File: src/rtl/video_pkg.sv
// -----------------------------------------------------------------------------
// video_pkg
// Shared definitions for the video output path.
//   - Default panel timing (800x480 active, porches and sync widths)
//   - rgb_t : packed 8:8:8 pixel
//   - state_t : timing generator control state
// -----------------------------------------------------------------------------
package video_pkg;

    localparam int HDISP_DEF  = 800;
    localparam int VDISP_DEF  = 480;
    localparam int HFP_DEF    = 40;
    localparam int HPULSE_DEF = 48;
    localparam int HBP_DEF    = 40;
    localparam int VFP_DEF    = 13;
    localparam int VPULSE_DEF = 3;
    localparam int VBP_DEF    = 29;
    localparam int RGB_W_DEF  = 24;

    typedef logic [23:0] rgb_t;

    typedef enum logic [0:0] {
        WAIT_FULL = 1'b0,
        RUN       = 1'b1
    } state_t;

endpackage

File: src/rtl/timing_counter.sv
// -----------------------------------------------------------------------------
// timing_counter
// Pair of wrap counters forming the raster position.
//   clk, rst   : clock, asynchronous active-high reset
//   en         : advance one position per cycle when high
//   hcnt       : 0 .. HTOTAL-1, wraps to 0
//   vcnt       : 0 .. VTOTAL-1, steps on each hcnt wrap
//   line_end   : hcnt is at its last value this cycle
//   frame_end  : last position of the frame this cycle
// -----------------------------------------------------------------------------
module timing_counter #(
    parameter int HTOTAL = 928,
    parameter int VTOTAL = 525
) (
    input  logic                      clk,
    input  logic                      rst,
    input  logic                      en,
    output logic [$clog2(HTOTAL)-1:0] hcnt,
    output logic [$clog2(VTOTAL)-1:0] vcnt,
    output logic                      line_end,
    output logic                      frame_end
);

    localparam int HW = $clog2(HTOTAL);
    localparam int VW = $clog2(VTOTAL);
    localparam logic [HW-1:0] HLAST = HW'(HTOTAL - 1);
    localparam logic [VW-1:0] VLAST = VW'(VTOTAL - 1);

    assign line_end  = (hcnt == HLAST);
    assign frame_end = line_end && (vcnt == VLAST);

    always_ff @(posedge clk or posedge rst) begin
        if (rst) begin
            hcnt <= '0;
            vcnt <= '0;
        end else if (en) begin
            if (line_end) begin
                hcnt <= '0;
                vcnt <= frame_end ? '0 : vcnt + 1'b1;
            end else begin
                hcnt <= hcnt + 1'b1;
            end
        end
    end

endmodule

File: src/rtl/vga_timing_gen.sv
// -----------------------------------------------------------------------------
// vga_timing_gen
// Display timing generator. Waits after reset until the upstream show-ahead
// pixel FIFO is full, then free-runs the raster, popping one pixel per active
// cycle and driving registered video outputs.
//   pixel_clk, pixel_rst : clock, asynchronous active-high reset
//   fifo_rdata           : FIFO head word (show-ahead)
//   fifo_rempty          : FIFO empty
//   fifo_rfull           : FIFO full, starts the raster once
//   fifo_rinc            : pop strobe (combinational from registered state)
//   vga_hs, vga_vs       : active-low syncs
//   vga_blank            : 1 during active video
//   vga_rgb              : pixel data, 0 in blanking or on underflow
//   pixel_x, pixel_y     : coordinates of the pixel on vga_rgb, 0 in blanking
//   frame_start          : one-cycle pulse with pixel (0,0)
//   underflow            : sticky, FIFO was empty for an active pixel
// -----------------------------------------------------------------------------
module vga_timing_gen
    import video_pkg::*;
#(
    parameter int HDISP  = HDISP_DEF,
    parameter int VDISP  = VDISP_DEF,
    parameter int HFP    = HFP_DEF,
    parameter int HPULSE = HPULSE_DEF,
    parameter int HBP    = HBP_DEF,
    parameter int VFP    = VFP_DEF,
    parameter int VPULSE = VPULSE_DEF,
    parameter int VBP    = VBP_DEF,
    parameter int RGB_W  = RGB_W_DEF
) (
    input  logic                     pixel_clk,
    input  logic                     pixel_rst,
    input  logic [RGB_W-1:0]         fifo_rdata,
    input  logic                     fifo_rempty,
    input  logic                     fifo_rfull,
    output logic                     fifo_rinc,
    output logic                     vga_hs,
    output logic                     vga_vs,
    output logic                     vga_blank,
    output logic [RGB_W-1:0]         vga_rgb,
    output logic [$clog2(HDISP)-1:0] pixel_x,
    output logic [$clog2(VDISP)-1:0] pixel_y,
    output logic                     frame_start,
    output logic                     underflow
);

    localparam int HTOTAL = HDISP + HFP + HPULSE + HBP;
    localparam int VTOTAL = VDISP + VFP + VPULSE + VBP;
    localparam int HW     = $clog2(HTOTAL);
    localparam int VW     = $clog2(VTOTAL);
    localparam int XW     = $clog2(HDISP);
    localparam int YW     = $clog2(VDISP);

    localparam logic [HW-1:0] HDISP_C  = HW'(HDISP);
    localparam logic [HW-1:0] HS_START = HW'(HDISP + HFP);
    localparam logic [HW-1:0] HS_END   = HW'(HDISP + HFP + HPULSE);
    localparam logic [VW-1:0] VDISP_C  = VW'(VDISP);
    localparam logic [VW-1:0] VS_START = VW'(VDISP + VFP);
    localparam logic [VW-1:0] VS_END   = VW'(VDISP + VFP + VPULSE);

    state_t        state;
    logic [HW-1:0] hcnt;
    logic [VW-1:0] vcnt;
    logic          line_end;
    logic          frame_end;

    logic          run_p0;
    logic          active_p0;
    logic          hsync_p0;
    logic          vact_p0;
    logic          vsync_p0;
    logic          origin_p0;
    logic [VW-1:0] vnext_p0;

    timing_counter #(
        .HTOTAL (HTOTAL),
        .VTOTAL (VTOTAL)
    ) u_cnt (
        .clk       (pixel_clk),
        .rst       (pixel_rst),
        .en        (run_p0),
        .hcnt      (hcnt),
        .vcnt      (vcnt),
        .line_end  (line_end),
        .frame_end (frame_end)
    );

    // ---- stage p0: decode of the current raster position ----
    assign run_p0    = (state == RUN);
    assign hsync_p0  = (hcnt >= HS_START) && (hcnt < HS_END);
    assign active_p0 = run_p0 && (hcnt < HDISP_C) && vact_p0;
    assign fifo_rinc = active_p0 && !fifo_rempty;
    assign vnext_p0  = frame_end ? '0 : vcnt + 1'b1;

    // Once running, full is never looked at again; only reset returns here.
    always_ff @(posedge pixel_clk or posedge pixel_rst) begin
        if (pixel_rst) begin
            state <= WAIT_FULL;
        end else if (state == WAIT_FULL && fifo_rfull) begin
            state <= RUN;
        end
    end

    // Vertical region flags and the (0,0) marker are decoded one line (or
    // frame) ahead so the per-cycle path only compares hcnt.
    always_ff @(posedge pixel_clk or posedge pixel_rst) begin
        if (pixel_rst) begin
            vact_p0   <= 1'b1;
            vsync_p0  <= 1'b0;
            origin_p0 <= 1'b1;
        end else if (run_p0) begin
            origin_p0 <= frame_end;
            if (line_end) begin
                vact_p0  <= (vnext_p0 < VDISP_C);
                vsync_p0 <= (vnext_p0 >= VS_START) && (vnext_p0 < VS_END);
            end
        end
    end

    // ---- stage p1: registered video outputs ----
    always_ff @(posedge pixel_clk or posedge pixel_rst) begin
        if (pixel_rst) begin
            vga_hs      <= 1'b1;
            vga_vs      <= 1'b1;
            vga_blank   <= 1'b0;
            vga_rgb     <= '0;
            pixel_x     <= '0;
            pixel_y     <= '0;
            frame_start <= 1'b0;
            underflow   <= 1'b0;
        end else begin
            vga_hs      <= !(run_p0 && hsync_p0);
            vga_vs      <= !(run_p0 && vsync_p0);
            vga_blank   <= active_p0;
            vga_rgb     <= fifo_rinc ? fifo_rdata : '0;
            pixel_x     <= active_p0 ? hcnt[XW-1:0] : '0;
            pixel_y     <= active_p0 ? vcnt[YW-1:0] : '0;
            frame_start <= active_p0 && origin_p0;
            underflow   <= underflow || (active_p0 && fifo_rempty);
        end
    end

endmodule

File: config.mk
export PLATFORM = sky130hd
export DESIGN_NAME = vga_timing_gen
export DESIGN_NICKNAME = d
export VERILOG_FILES = /design/src/rtl/video_pkg.sv /design/src/rtl/timing_counter.sv /design/src/rtl/vga_timing_gen.sv
export SDC_FILE = /design/constraint.sdc
export NUM_CORES = 1
export LEC_CHECK = 0
export ABC_AREA = 0
export CAP_MARGIN = 20
export CORE_MARGIN = 1
export CORE_UTILIZATION = 52
export DETAILED_ROUTE_END_ITERATION = 16
export GPL_TIMING_DRIVEN = 0
export HOLD_SLACK_MARGIN = 0.1
export PLACE_DENSITY_LB_ADDON = 0.1
export SYNTH_ARGS = -nofsm -noshare
export SYNTH_HDL_FRONTEND = slang
export SYNTH_SLANG_ARGS = --single-unit
File: constraint.sdc
create_clock -name pixel_clk -period 7.6 [get_ports pixel_clk]
set_clock_uncertainty 0.1 [all_clocks]
set_input_delay 1.52 -clock pixel_clk [delete_from_list [all_inputs] [get_ports pixel_clk]]
set_output_delay 1.52 -clock pixel_clk [all_outputs]
set_load 0.01 [all_outputs]
After elaboration in Yosys (flattened, before gate mapping) --
Cells that the tools add are included.
Operators by class: add/sub/neg operators 2, order comparisons 6, equality and inequality tests 2, multiplexer cells 5, bitwise gates (word level) 1, reduce and logical (&&, ||, !) cells 16
Operators by type and width (number):
- $mux W10 | 3
- $mux W24 | 1
- $add A10 B1 Y10 const B | 2
- $eq A10 B10 Y1 const B | 2
- $lt A10 B10 Y1 const B | 2
- $lt A10 B9 Y1 const B | 2
- $logic_and A1 B1 Y1 | 11
- $ge A10 B10 Y1 const B | 1
- $ge A10 B9 Y1 const B | 1
- $mux W9 | 1
- $logic_not A1 Y1 | 3
- $reduce_and A2 Y1 | 1
- $logic_or A1 B1 Y1 | 1
- $not A1 Y1 | 1
Word-level totals: flip-flop bits (word level) 72, bits of input ports 28, output and inout bits 49, logic and storage cells 46

Longest topological paths before layout --
Gate-level depths: netlist of run 1.
depth after elaboration 5, depth in mapped cells 7, mapped depth without buffers 7

Modules after synthesis --
From an unflattened synthesis of run 1, not the netlist that was laid out.
Unflattened totals: cell total of the unflattened synthesis 247, area total of the unflattened synthesis 2954.1 µm²
By module, submodules not included:
- vga_timing_gen | instances 1, cells each 138, area an instance 1871.8 µm², sequential area each 1306.3 µm²
- timing_counter | instances 1, cells each 109, area an instance 1082.3 µm², sequential area each 500.5 µm²

Least setup slack after synthesis of run 1 --
Ideal clock, no wire load.
kind input to output, start point input fifo_rempty, end point output fifo_rinc, data arrival time 1.934 ns, required time 5.980 ns, path slack 4.046 ns, cell stages on the path 2, path buffers 1, path through and2b_1 buf_2
On the way: cells in the longest elaborated chain, start to end 2
Ends and longest elaborated chain:
- from (decl) | RTL line vga_timing_gen.sv:34 | input logic fifo_rempty,
- $logic_not A1 Y1 | RTL line vga_timing_gen.sv:92 | assign fifo_rinc = active_p0 && !fifo_rempty;
- $logic_and A1 B1 Y1 | RTL line vga_timing_gen.sv:92
- to (decl) | RTL line vga_timing_gen.sv:36 | output logic fifo_rinc,
No other way between the ends.

Final worst setup path of run 1 --
Same ends and word-level chain as after synthesis.

==> results of run 1 <==
## sequential cells by signal, summed over array words and instances (netlist names)
signal	count
vga_rgb	24
u_cnt.hcnt	10
u_cnt.vcnt	10
frame_start	1
vga_vs	1
vga_hs	1
origin_p0	1
vga_blank	1
vsync_p0	1
underflow	1
pixel_x	10
run_p0	1
vact_p0	1
pixel_y	9
## area by class of cell
type / instances / area [sq um]
buffer: 8 / 48.80
clock buffer: 14 / 172.7
tap: 70 / 87.58
sequential: 72 / 1807
clock inverter: 2 / 37.54
multi-input combinational: 151 / 1007
inverter: 9 / 36.28
fill: 369 / 1280
timing repair buffer: 76 / 760.7
## critical path: stages
cell             delay (ns)
clkdlybuf4s50_1        0.42
and2b_1                0.30
buf_2                  0.21
clkdlybuf4s50_1        0.55
## kinds of logic after synthesis
logic type / Yosys count / share of synthesized area (%)
DFF: 72 / 62.38
adders and majority gates: 4 / 1.728
xor gates and xnor gates: 12 / 3.628
AOI/OAI and AO/OA: 25 / 5.745
buffers and inverters: 17 / 2.851
muxes: 1 / 0.3456
and+or+nand+nor: 109 / 23.33
## path summary, 6_finish.rpt
kind / start / to / slack, ns / cells after the start
min in group asynchronous: pixel_rst / vga_rgb[8]$_DFF_PP0_ / 1.59 / 2
setup reg to reg: u_cnt.vcnt[0]$_DFFE_PP0P_ / vsync_p0$_DFFE_PP0P_ / 5.47 / 6
hold / removal: vsync_p0$_DFFE_PP0P_ / vga_vs$_DFF_PP1_ / 0.31 / 1
max in group asynchronous: pixel_rst / u_cnt.vcnt[0]$_DFFE_PP0P_ / 5.23 / 2
hold reg to reg: vsync_p0$_DFFE_PP0P_ / vga_vs$_DFF_PP1_ / 0.31 / 1
setup / recovery: fifo_rempty / fifo_rinc / 2.97 / 4
## layer usage
metal	routed length, um	up-vias	track usage, %	share of wire [%]
met5	0	-	0	0
met4	156	0	12.12	2.8
met3	270	17	5.150	4.9
met2	2502	77	32.52	45
met1	2630	969	28.05	47
li1	-	981	-	-
## synthesized netlist by cell type (all sizes together)
| cell type | count |
|---|---|
| nor2 | 12 |
| or4 | 2 |
| a21oi | 2 |
| and2 | 44 |
| xnor2 | 10 |
| a21o | 4 |
| dfstp | 4 |
| o211a | 1 |
| o22ai | 2 |
| a21bo | 1 |
| mux2i | 1 |
| or3 | 1 |
| nand4 | 9 |
| o21ai | 10 |
| and3 | 4 |
| nor3 | 5 |
| and4 | 1 |
| a32o | 1 |
| a32oi | 1 |
| ha | 4 |
| inv | 9 |
| or2 | 2 |
| nand3b | 1 |
| buf | 5 |
| dfrtp | 68 |
| nor4 | 5 |
| clkbuf | 3 |
| nand2 | 13 |
| and2b | 1 |
| nand3 | 5 |
| a211oi | 2 |
| xor2 | 2 |
| nand2b | 3 |
| a41oi | 1 |
| or2b | 1 |
## power breakdown
| group | leakage, nW | internal (mW) | switching, mW |
|---|---|---|---|
| clock | 0.103 | 0.179 | 0.131 |
| combinational | 0.707 | 0.0391 | 0.0396 |
| sequential | 0.973 | 0.401 | 0.0221 |
## through the flow
stage	area, sq um	util [%]	std cells
3_5_place_dp	3747	71.55	386
6_report	3958	75.56	402
2_1_floorplan	2897	-	240
4_1_cts	3958	75.56	402
5_1_grt	3958	75.56	402
3_3_place_gp	3745	71.50	386
==> impl_metrics.csv, run 1 <==
group,metric,value,unit
global_route,grt_max_degree,73,
sta,hold_ws,0.3099,ns
global_route,grt_pass1_vias,2006,
sta,hold_violations,0,
final_layout,final_cell_mix,"clkdlybuf4s50_1, dfrtp_1, and2_1",
power,fin_total_pwr,0.8111,mW
place,gp_congestion,0.9124,
sta,fin_crit_sh,60.88,%
synthesis,synth_top_cell_area_share,58.75,%
synthesis,synth_top_cell_by_area,"dfrtp_1",
sta,period_minus_slack,4.627,ns
cts,htree_levels,3,
worst_hold_path,hold_path.class,"register to register",
drt,vias,2044,
global_route,grt_util_all_layers,21.35,%
floorplan,start_util,55.30,%
power,power.density,204.9,nW/um^2
floorplan,pin_count,77,
sta,maxSlewViolCount,0,
worst_setup_path,worst-path-max-fanout,10,
cts,root_buffer,"clkbuf_8",
run_status,status,"complete, no violations",
place,numPortBuffers,76,
drt,via_per_inst,5.085,
drt,drc,0,
cts,cts.clk_slew.worst_paths,0.06,ns
run,max_cap_violations,0,
place,dp_hpwl,3848,um
synthesis,ys_seq_area_share,62.38,%
worst_setup_path,start_kind,"input port",
sta,finalWorstSetupSlack,2.973,ns
final_layout,final_common_cell,"clkdlybuf4s50_1",
final_layout,num-nets-final,359,
floorplan,coreArea,5238,sq um
cts,cts_tree,"yes",
sta,fmax,216.1,MHz
power,ir_drop,141.3,uV
cts,hold_buffers,0,
worst_setup_path,endpoint_kind,"output port",
cts,cts_buffer_depth,2,
place,post-place-ws,2.967,ns
final_layout,drive_gt1_share,11.45,%
drt,antenna_left,0,
global_route,grt_first_pass_wirelength,9508,um
worst_setup_path,crit_required,5.98,ns
final_layout,synthToLayoutAreaGrowth,36.63,%
drt,wl_per_cell,13.83,um
synthesis,synth.distinct_cells,47,
worst_setup_path,worst-setup-path-type,"input port to output port",
synthesis,netlist_area,2897,sq um
sta,slew_headroom,43.16,%
cts,ctsResizeCount,0,
worst_setup_path,arrival,3.01,ns
sta,finalSetupViolCount,0,
drt,drt_wl_total,5560,um
synthesis,syn_area_per_cell,12.07,sq um
sta,finalSetupTns,0,ns
drt,firstDrtPassIters,4,
global_route,grt_antenna_before_repair,0,
sta,rsz0062_at_grt,"no",
final_layout,antennaDiodeCount,0,
sta,worst_pin_slew,0.8526,ns
cts,clock_sinks,72,
floorplan,die_h,76.64,um
cts,cts_buffers,9,
floorplan,die_w,76.64,um
synthesis,synth_warnings,0,
floorplan,die-area,5873,sq um
synthesis,synth_nets,272,
cts,insertion_delay,0.34,ns
power,leakage,1.783,nW
synthesis,synthCells,240,
synthesis,ys_seq_elements,72,
floorplan,rows,26,
synthesis,synth_area_leaders,"dfrtp_1, and2_1, dfstp_2",
drt,drt-initial-drc-count,132,
global_route,overflow,0,
cts,post_cts_buffers,0,
(Power assumes the default switching activity.)
==> run 2: changes to the inputs <==
--- a/config.mk
+++ b/config.mk
@@ -8,7 +8,7 @@
 export ABC_AREA = 0
 export CAP_MARGIN = 20
 export CORE_MARGIN = 1
-export CORE_UTILIZATION = 52
+export CORE_UTILIZATION = 43
 export DETAILED_ROUTE_END_ITERATION = 16
 export GPL_TIMING_DRIVEN = 0
 export HOLD_SLACK_MARGIN = 0.1
==> constraint.sdc (replaced) <==
create_clock -name pixel_clk -period 4.2 [get_ports pixel_clk]
set_clock_uncertainty 0.1 [all_clocks]
set_input_delay 0.84 -clock pixel_clk [delete_from_list [all_inputs] [get_ports pixel_clk]]
set_output_delay 0.84 -clock pixel_clk [all_outputs]
set_load 0.01 [all_outputs]
==> run 2 against run 1 <==
The run now ends with DRC left. Flip-flop and latch count unchanged. Clock power increased by 100%. Total power increased by 89%. Count of clock-buffer cells in the layout decreased by 3. Sequential share of layout area decreased by 0.33 points. Highest routed layer unchanged. Setup slack got worse by 2.1 ns. Hold slack improved by 0.0089 ns. Register-to-register slack got worse by 3.3 ns. Core utilization decreased by 13 points. Critical path depth increased by 2. Non-clock buffer count unchanged.
==> impl_metrics.csv, run 2 (same netlist as run 1, synthesis figures left out) <==
group,metric,value,unit
run_status,status,"finished with violations",
run_status,violations,"DRC",
final_layout,final_common_cell,"clkdlybuf4s50_1",
final_layout,final_cell_mix,"clkdlybuf4s50_1, dfrtp_1, and2_1",
worst_setup_path,worst-path-max-fanout,10,
global_route,grt_util_all_layers,18.17,%
floorplan,die-area,7069,sq um
final_layout,finalNonFillerCells,409,
cts,post_cts_buffers,0,
floorplan,die_w,84.08,um
sta,rsz0062_at_grt,"no",
global_route,grt_antenna_before_repair,0,
final_layout,num-nets-final,359,
place,dp.cells,393,
worst_setup_path,arrival,2.42,ns
drt,antenna_left,0,
cts,hold_buffers,0,
global_route,overflow,0,
sta,hold_violations,0,
final_layout,synthToLayoutAreaGrowth,37.62,%
place,dp_hpwl,3973,um
sta,finalSetupTns,0,ns
drt,wl_per_cell,14.19,um
power,ir_drop,220.8,uV
power,power.density,384.4,nW/um^2
cts,cts_buffers,9,
floorplan,pin_count,77,
sta,fin_crit_sh,79.95,%
global_route,grt_max_degree,73,
sta,finalSetupViolCount,0,
cts,insertion_delay,0.35,ns
floorplan,die_h,84.08,um
worst_setup_path,endpoint_kind,"output port",
final_layout,largest_register_ffs,24,
final_layout,antennaDiodeCount,0,
worst_setup_path,start_kind,"register",
drt,drc,27,
cts,cts.clk_slew.worst_paths,0.07,ns
cts,htree_levels,3,
floorplan,start_util,45.10,%
drt,drt_wl_total,5803,um
cts,ctsResizeCount,0,
cts,root_buffer,"clkbuf_8",
sta,fmax,297.8,MHz
drt,via_per_inst,5.012,
worst_hold_path,min_to,"vga_vs$_DFF_PP1_",
place,gp_congestion,0.8705,
final_layout,utilization,62.07,%
worst_setup_path,worst-setup-path-type,"register to output port",
global_route,grt_pass1_vias,1968,
drt,firstDrtPassIters,10,
floorplan,coreArea,6422,sq um
place,numPortBuffers,76,
sta,worst_pin_slew,0.8739,ns
cts,cts_tree,"yes",
sta,period_minus_slack,3.358,ns
worst_setup_path,r2r_end,"vsync_p0$_DFFE_PP0P_",
sta,hold_ws,0.3188,ns
power,fin_total_pwr,1.532,mW
cts,clock_sinks,72,
sta,slew_headroom,41.74,%
worst_setup_path,rrSetupSlack,2.13,ns
worst_hold_path,min_from,"vsync_p0$_DFFE_PP0P_",
worst_setup_path,reg2reg_depth,6,
run,max_cap_violations,0,
floorplan,rows,29,
drt,vias,2050,
final_layout,drive_gt1_share,12.05,%
final_layout,top_register,"vga_rgb",
drt,drt-initial-drc-count,112,
worst_setup_path,r2r_start,"u_cnt.vcnt[0]$_DFFE_PP0P_",
global_route,grt_first_pass_wirelength,9673,um
cts,cts_buffer_depth,2,
power,leakage,1.799,nW
worst_hold_path,hold_path.class,"register to register",
worst_hold_path,holdPathStages,1,
sta,maxSlewViolCount,0,
worst_setup_path,crit_required,3.26,ns
run 2: changes by cell type in the layout (fill, tap and decap cells not counted), sizes merged:
cell / delta
clkbuf: -3
clkinv: +3
clkinvlp: -1
bufinv: +1
run 2: final cells by class:
cell class	instances	area (sq um)
inverter	9	36.28
sequential	72	1807
fill	533	2436
timing repair buffer	76	760.7
multi-input combinational	151	1007
buffer	8	48.80
clock buffer	11	151.4
tap	77	96.34
clock inverter	5	78.83
run 2: where the power goes:
part	leakage [nW]	internal (mW)	switching (mW)
Combinational	0.707	0.0707	0.0738
Sequential	0.973	0.725	0.0418
Clock	0.119	0.366	0.256
run 2: per-stage QoR:
step	setup WS (ns)	cell area [sq um]
finish	0.8421	3986
global route	0.6878	3986
CTS	0.7940	3986
detailed placement	0.9092	3756
global placement	0.3326	3754
floorplan	1.442	2897
run 2: critical path: stages, from the launching register on:
cell and delay, ns:
dfrtp_1 0.43, or2_4 0.30, nor2_1 0.09, o211a_1 0.23
and2b_1 0.24, buf_2 0.21, clkdlybuf4s50_1 0.56
run 2: worst max path at each step:
stage | slack [ns] | to | start
2_1_floorplan | 1.44 | frame_start$_DFF_PP0_ | pixel_rst
3_3_place_gp | 0.33 | pixel_x[1]$_DFF_PP0_ | pixel_rst
3_5_place_dp | 0.91 | fifo_rinc | fifo_rempty
4_1_cts | 0.79 | fifo_rinc | u_cnt.hcnt[5]$_DFFE_PP0P_
5_1_grt | 0.69 | fifo_rinc | u_cnt.hcnt[5]$_DFFE_PP0P_
6_report | 0.84 | fifo_rinc | u_cnt.hcnt[5]$_DFFE_PP0P_
run 2: metal layers:
layer | GRT usage [%] | part of all wire, %
met3 | 3.858 | 7.9
met1 | 24.92 | 46
met5 | 0 | 0
met2 | 26.08 | 43
met4 | 11.91 | 2.9
